$ cat src/rtl/bf_uart_tx.sv
// bf_uart_tx: FIFO-buffered UART transmitter for the brainfuck core's character output (8N1, LSB first).
// Define BF_UART_TX_PARITY_EN to insert an even-parity bit before the stop bit (8E1).
module bf_uart_tx #(
    parameter int CLK_PER_BIT     = 16,
    parameter int FIFO_DEPTH_LOG2 = 2
) (
    input  logic       clk,
    input  logic       reset,
    input  logic       sendingChar,
    input  logic [7:0] sendedChar,
    output logic       tx,
    output logic       busy,
    output logic       full,
    output logic       overflow
);
    localparam int DEPTH  = 1 << FIFO_DEPTH_LOG2;
    localparam int BAUD_W = $clog2(CLK_PER_BIT);
    localparam int CNT_W  = FIFO_DEPTH_LOG2 + 1;
    localparam logic [BAUD_W-1:0]          BAUD_RELOAD = BAUD_W'(CLK_PER_BIT - 1);
    localparam logic [BAUD_W-1:0]          BAUD_ONE    = BAUD_W'(1);
    localparam logic [CNT_W-1:0]           CNT_FULL    = CNT_W'(DEPTH);
    localparam logic [CNT_W-1:0]           CNT_ONE     = CNT_W'(1);
    localparam logic [FIFO_DEPTH_LOG2-1:0] PTR_ONE     = FIFO_DEPTH_LOG2'(1);

`ifdef BF_UART_TX_PARITY_EN
    typedef enum logic [2:0] {IDLE, START, DATA, PARITY, STOP} state_t;
`else
    typedef enum logic [1:0] {IDLE, START, DATA, STOP} state_t;
`endif

    state_t                     state, state_nx;
    logic [BAUD_W-1:0]          baud, baud_nx;
    logic [2:0]                 bit_idx, bit_idx_nx;
    logic [7:0]                 shift;
    logic [7:0]                 mem [DEPTH];
    logic [FIFO_DEPTH_LOG2-1:0] wr_ptr, rd_ptr;
    logic [CNT_W-1:0]           count;
    logic                       pop, push_ok, shift_en, tx_nx;
    logic                       fifo_nempty, baud_done;
`ifdef BF_UART_TX_PARITY_EN
    logic                       parity_bit;
`endif

    assign fifo_nempty = (count != '0);
    assign baud_done   = (baud == '0);
    assign full        = (count == CNT_FULL);
    // A full FIFO still takes a push when the serialiser pops in the same cycle.
    assign push_ok     = sendingChar && (!full || pop);

    always_comb begin
        state_nx   = state;
        baud_nx    = baud;
        bit_idx_nx = bit_idx;
        pop        = 1'b0;
        shift_en   = 1'b0;
        tx_nx      = 1'b1;
        case (state)
            IDLE: begin
                if (fifo_nempty) begin
                    pop      = 1'b1;
                    baud_nx  = BAUD_RELOAD;
                    state_nx = START;
                end
            end
            START: begin
                tx_nx   = 1'b0;
                baud_nx = baud - BAUD_ONE;
                if (baud_done) begin
                    baud_nx  = BAUD_RELOAD;
                    state_nx = DATA;
                end
            end
            DATA: begin
                tx_nx   = shift[0];
                baud_nx = baud - BAUD_ONE;
                if (baud_done) begin
                    baud_nx    = BAUD_RELOAD;
                    shift_en   = 1'b1;
                    bit_idx_nx = bit_idx + 3'd1;
                    if (bit_idx == 3'd7) begin
`ifdef BF_UART_TX_PARITY_EN
                        state_nx = PARITY;
`else
                        state_nx = STOP;
`endif
                    end
                end
            end
`ifdef BF_UART_TX_PARITY_EN
            PARITY: begin
                tx_nx   = parity_bit;
                baud_nx = baud - BAUD_ONE;
                if (baud_done) begin
                    baud_nx  = BAUD_RELOAD;
                    state_nx = STOP;
                end
            end
`endif
            STOP: begin
                tx_nx   = 1'b1;
                baud_nx = baud - BAUD_ONE;
                // Pending bytes chain straight into the next start bit.
                if (baud_done) begin
                    if (fifo_nempty) begin
                        pop      = 1'b1;
                        baud_nx  = BAUD_RELOAD;
                        state_nx = START;
                    end else begin
                        baud_nx  = '0;
                        state_nx = IDLE;
                    end
                end
            end
            default: state_nx = IDLE;
        endcase
    end

    // busy is registered next to tx so it still covers the last stop bit on the line.
    always_ff @(posedge clk or negedge reset) begin
        if (!reset) begin
            state   <= IDLE;
            baud    <= '0;
            bit_idx <= '0;
            tx      <= 1'b1;
            busy    <= 1'b0;
        end else begin
            state   <= state_nx;
            baud    <= baud_nx;
            bit_idx <= bit_idx_nx;
            tx      <= tx_nx;
            busy    <= (state != IDLE) || fifo_nempty;
        end
    end

    always_ff @(posedge clk or negedge reset) begin
        if (!reset) begin
            wr_ptr   <= '0;
            rd_ptr   <= '0;
            count    <= '0;
            overflow <= 1'b0;
        end else begin
            if (push_ok) wr_ptr <= wr_ptr + PTR_ONE;
            if (pop)     rd_ptr <= rd_ptr + PTR_ONE;
            case ({push_ok, pop})
                2'b10:   count <= count + CNT_ONE;
                2'b01:   count <= count - CNT_ONE;
                default: count <= count;
            endcase
            if (sendingChar && !push_ok) overflow <= 1'b1;
        end
    end

    always_ff @(posedge clk) begin
        if (push_ok) mem[wr_ptr] <= sendedChar;
        if (pop) shift <= mem[rd_ptr];
        else if (shift_en) shift <= {1'b0, shift[7:1]};
`ifdef BF_UART_TX_PARITY_EN
        if (pop) parity_bit <= ^mem[rd_ptr];
`endif
    end

endmodule
$ cat config.mk
export PLATFORM = sky130hd
export DESIGN_NAME = bf_uart_tx
export DESIGN_NICKNAME = d
export VERILOG_FILES = /design/src/rtl/bf_uart_tx.sv
export SDC_FILE = /design/constraint.sdc
export NUM_CORES = 1
export LEC_CHECK = 0
export BUFFER_PORTS_ARGS = -buffer_cell sky130_fd_sc_hd__buf_4
export CORE_MARGIN = 4
export CORE_UTILIZATION = 50
export CTS_CLUSTER_SIZE = 24
export DETAILED_ROUTE_END_ITERATION = 8
export PLACE_DENSITY = 0.73
export REMOVE_ABC_BUFFERS = 1
export SYNTH_ARGS = -nofsm -noshare
export SYNTH_HDL_FRONTEND = slang
export SYNTH_SLANG_ARGS = --single-unit
$ cat constraint.sdc
create_clock -name clk -period 5.35 [get_ports clk]
set_clock_uncertainty 0.15 [all_clocks]
set_input_delay 0.2675 -clock clk [delete_from_list [all_inputs] [get_ports clk]]
set_output_delay 0.2675 -clock clk [all_outputs]
set_load 0.01 [all_outputs]
-- Word level (Yosys, flattened, before mapping)
Memory sizes are Yosys's and may differ from the RTL's.
Cells that the tools add are included.
- input bits: 11
- word-level logic and storage cells: 67
- register bits after elaboration: 27
- output and inout port bits: 4
- memories: 1
- RAM bits: 32
- multiplexer cells: 23
- reduce and logical (&&, ||, !) cells: 15
- $add $sub $neg: 6
- equality and inequality tests: 12
- memories (memory ; depth ; bits a word ; read ports ; clocked after Yosys merged registers in ; wr ports ; line ; text):
    mem ; 4 ; 8 ; 1 ; 0 ; 1 ; 35 ; logic [7:0] mem [DEPTH];
- operators with widths (kind ; number):
    4-bit two-way mux ; 4
    8-bit two-way mux ; 2
    4-bit case mux with 3 select lines ; 1
    2-bit two-way mux ; 5
    2-bit != test, second input constant ; 5
    2-bit case mux with 4 select lines ; 1
    1-bit two-way mux ; 7
    3-bit by 1-bit adder with 3-bit output, second input constant ; 2
    2-bit equality test, second input constant ; 3
    3-bit equality test, second input constant ; 2
    3-bit case mux with 2 select lines ; 1
    2-bit nonzero test ; 3
    5-bit AND reduction ; 1
    2-bit by 1-bit adder with 2-bit output, second input constant ; 2
    2-bit by 1-bit equality test with 1-bit output, second input constant ; 2
    4-bit logical NOT ; 1
    1-bit case mux with 2 select lines ; 2
    4-bit by 1-bit subtractor with 4-bit output, second input constant ; 1
    3-bit nonzero test ; 1
    3-bit by 1-bit subtractor with 3-bit output, second input constant ; 1
    1-bit logical AND ; 2
    1-bit logical NOT ; 2
    2-bit logical NOT ; 1
    1-bit logical OR ; 2
    2 further kinds ; 2

-- Longest topological paths before layout
- word-level depth: 8
- gate-level depth with buffers: 10
- gate-level depth less buffers: 10

-- Least setup slack after synthesis
Ideal clock, no wire load.
- path kind: reg-to-reg
- start: register baud[0]
- end: register count[1]
- data required time: 5.121 ns
- arrival time: 2.182 ns
- library setup time: 0.079 ns
- clock period less this slack: 2.411 ns
- cell stages (with the launch flop): 9
- path slack: 2.939 ns
- buffers on the path: 0
- cells stage by stage: dfrtp_1 inv_1 ha_1 nand4bb_1 a21oi_2 nand3_1 fa_1 a2111oi_0 a2bb2oi_1
- longest elaborated chain between the ends: 7
- elaborated cells on any way between the ends: 9
- classes of those cells: eq/ne (2); mux (3); reduce/logical (4)
- RTL lines (element ; line ; text):
    start: declaration ; 32 ; logic [BAUD_W-1:0] baud, baud_nx;
    start signal: assignment ; 128 ; baud <= baud_nx;
    4-bit logical NOT (*) ; 45 ; assign baud_done = (baud == '0);
    1-bit two-way mux (*) ; 103 ; if (baud_done) begin
    1-bit case mux with 2 select lines (*) ; 57 ; case (state)
    1-bit logical OR ; 48 ; assign push_ok = sendingChar && (!full || pop);
    1-bit logical AND ; 48 ;
    2-bit by 1-bit equality test with 1-bit output or 2-bit equality test (tied branches) ; 144 ; case ({push_ok, pop})
    3-bit case mux with 2 select lines or 2-bit nonzero test (tied branches) ; - ;
    end signal: assignment ; 145 ; 2'b10: count <= count + CNT_ONE;
    end signal: assignment ; 146 ; 2'b01: count <= count - CNT_ONE;
    end signal: assignment ; 147 ; default: count <= count;
    end: declaration ; 37 ; logic [CNT_W-1:0] count;
Mark *: on every way between the ends. The rest lies on a longest branch, timed or not.
A chain may end at the register's enable or synchronous reset.

-- Worst setup path in the final report
- start: register baud[0]
- end: register count[2]
Same word-level chain as after synthesis.

==> results.toml <==
[run_status]
run_status = "finished, final reports clean"

[power]
pwr_density_cell_mw_per_mm2 = 590.5
vdd_drop_max_mv = 0.3486
p_leak_nw = 1.218
p_total_mw = 1.888

[logic_synthesis]
ys_async_sr_fraction_pct = 32.20
yosysUniqueCellTypes = 49
synth-simple-area-share_pct = 8.352
synth_cells = 180
yosys_warnings = 0
yosysTopAreaCellShare_pct = 44.06
ys_ff_latch = 59
yosys_most_used_dff = "edfxtp_1"
yosysMostFrequentCell = "edfxtp_1"
yosys.area.top_type = "edfxtp_1"
post_synth.cell_area_avg_um2 = 15.15
synth_compound_area_share_pct = 7.297
synth_seq_area_share_pct = 61.54
synth_top_family_by_area = "multiplexers"
synthTopCellsByArea = "edfxtp_1 (44%), dfrtp_1 (17%), mux4_2 (6.6%)"
synth_commonest_cells = "edfxtp_1 (40), dfrtp_1 (18), ha_1 (13)"
syn-cell-area_mm2 = 0.002726
synth_edf_count = 40
synthMuxAreaShare_pct = 11.52
synth-xor-area-share_pct = 1.927
synth_adder_area_share_pct = 6.700

[detailed_routing]
wl_um = 4761
drtPass1Iterations = 4
postRouteAntennaNets = 0
drc_errors = 0
via_per_inst = 5.503
wl_per_cell_um = 16.65
routed-via-count = 1574
drt-initial-drc-count = 156

[finish]
nets = 236
fin_cells = 286
drive_gt1_share_pct = 20.83
postLayoutCoreUtil_pct = 61.44
fin_area_mm2 = 0.003198
diodes = 0
area_growth_pct = 17.30

[critical_path]
crit_type = "flop to flop"
start_kind = "flop"
critPathMaxFanout = 8
critPathTopFamily = "adder cells"
crit_slowest_cell = "fa_1"
crit_required_ns = 5.46
critPathMaxStageDelay_ns = 0.46
cp_num_buf_inv = 1
worstSetupEndpointType = "flop"
cp.arrival_ns = 2.85
path_cells = "inv_1, ha_1, nand4bb_1, a21oi_2, nand3_1, fa_1, nor4_1, o22ai_1, o21ai_1"

[cts]
clock_sink_count = 59
cts_root_buf = "clkbuf_8"
cts_setup_buffers = 0
cts_buffer_depth = 2
cts.repair.resized = 0
htree_levels = 3
clk_latency_ns = 0.33
cts_made_buffers = 9
cts_tree = "built"
clk_pin_slew_ns = 0.06

[die]
initial_core_util_pct = 52.38
fp.dieH_um = 81.84
core.rowCount = 26
die_x_um = 81.84
core_region_area_mm2 = 0.005205
io_pins = 15
dieArea_mm2 = 0.006698

[sta]
postLayoutSetupSlackWorst_ns = 2.604
setup_violations = 0
tns_ns = 0
rsz0062_at_grt = "no"
worst_slew_pin_slew_ns = 0.6143
fmax_ghz = 0.3642
period_minus_slack_ns = 2.746
drv_slew = 0
period_share_pct = 51.33
fin_hold_ws_ns = 0.06338
finalHoldViolations = 0
worst_slew_margin_rel_pct = 58.96

[worst_hold_path]
hp-class = "primary input to flop"

[global_routing]
grt_start_max_net_pins = 20
overflow = 0
grt_pass1_wl_um = 7893
track_usage_pct = 16.39
antenna_found_initial = 0
grt_pass1_vias = 1643

[placement]
place_area_mm2 = 0.002899
place_hpwl_um = 3273
port_buffers = 14
numPlacedInstances = 261
dp_slack_ns = 2.693
gp_congestion = 0.8806

[run]
maxCapViolations = 0
-- sequential cells by signal (all words and copies together), names as in the netlist --
| register | count |
|---|---|
| count | 3 |
| tx | 1 |
| bit_idx | 3 |
| overflow | 1 |
| wr_ptr | 2 |
| busy | 1 |
| shift | 8 |
| baud | 4 |
| rd_ptr | 2 |
| mem | 32 |
| state | 2 |
-- logic make-up (layout without fill, tap and decap cells) --
family | count (synthesis) | in the layout
buf+inv | 16 | 52
xor+xnor | 6 | 6
flops | 59 | 59
simple gates | 38 | 38
fa+ha+maj | 14 | 14
mux | 20 | 20
compound gates | 27 | 27
-- worst register-to-register path: stages, from the launching register on --
cell and delay, ns:
dfrtp_1 0.39, inv_1 0.13, ha_1 0.24, nand4bb_1 0.18, a21oi_2 0.40, nand3_1 0.17, fa_1 0.46, nor4_1 0.27
o22ai_1 0.15, o21ai_1 0.14
-- metal layers --
metal,vias up,routed length [µm],global-route usage [%]
met5,-,0,0
met4,0,110,10.13
met3,10,194,4.386
met2,36,2263,24.88
met1,777,2192,20.87
li1,751,-,-
-- repair_timing --
action | in CTS | in global routing
endpoints found under the setup margin | 0 | 0
endpoints found under the hold margin | 51 | 0
hold buffers | 9 | 0
-- final timing paths --
check / from / end / slack (ns) / depth (start not counted)
max: baud[0]$_DFFE_PN0P_ / count[2]$_DFFE_PN0P_ / 2.60 / 9
min: sendingChar / overflow$_DFFE_PN0P_ / 0.06 / 2
max reg2reg: baud[0]$_DFFE_PN0P_ / count[2]$_DFFE_PN0P_ / 2.60 / 9
min reg2reg: shift[0]$_DFFE_PP_ / tx$_DFF_PN1_ / 0.32 / 2
max in group asynchronous: reset / tx$_DFF_PN1_ / 4.58 / 2
min in group asynchronous: reset / rd_ptr[1]$_DFFE_PN0N_ / 0.20 / 2
-- where the power goes --
part	switching (mW)	internal (mW)	leakage (nW)	total, mW
logic	0.368	0.315	0.526	0.682
registers	0.113	0.666	0.589	0.779
clock network	0.167	0.261	0.103	0.427
-- area by class of cell --
type                    instances  area (µm²)
inverters                      13       52.55
well taps                      70       87.58
fillers                       405        2007
flip-flops and latches         59        1678
repair buffers                 23       195.2
clock inverters                 5       77.57
clock buffers                  11       131.4
multi-input cells             105       975.9
-- cells in the final DEF (no fill, tap or decap), types with 2 or more instances in the layout --
master	instances
dfrtp_1	18
nor4_1	2
nand2b_1	2
and2_1	6
mux4_2	8
clkbuf_1	2
a2111oi_0	2
clkbuf_8	9
nor2_1	6
bufinv_16	2
xnor2_1	4
nand2_1	4
edfxtp_1	40
mux2_2	2
dlygate4sd3_1	9
a211oi_1	2
or3_1	2
a21oi_1	4
o31ai_1	4
inv_1	10
xor2_1	2
mux2_1	9
ha_1	13
clkinv_2	3
buf_4	14
and3_1	2
o21ai_0	4
nor3_1	7
(Power assumes the default switching activity.)
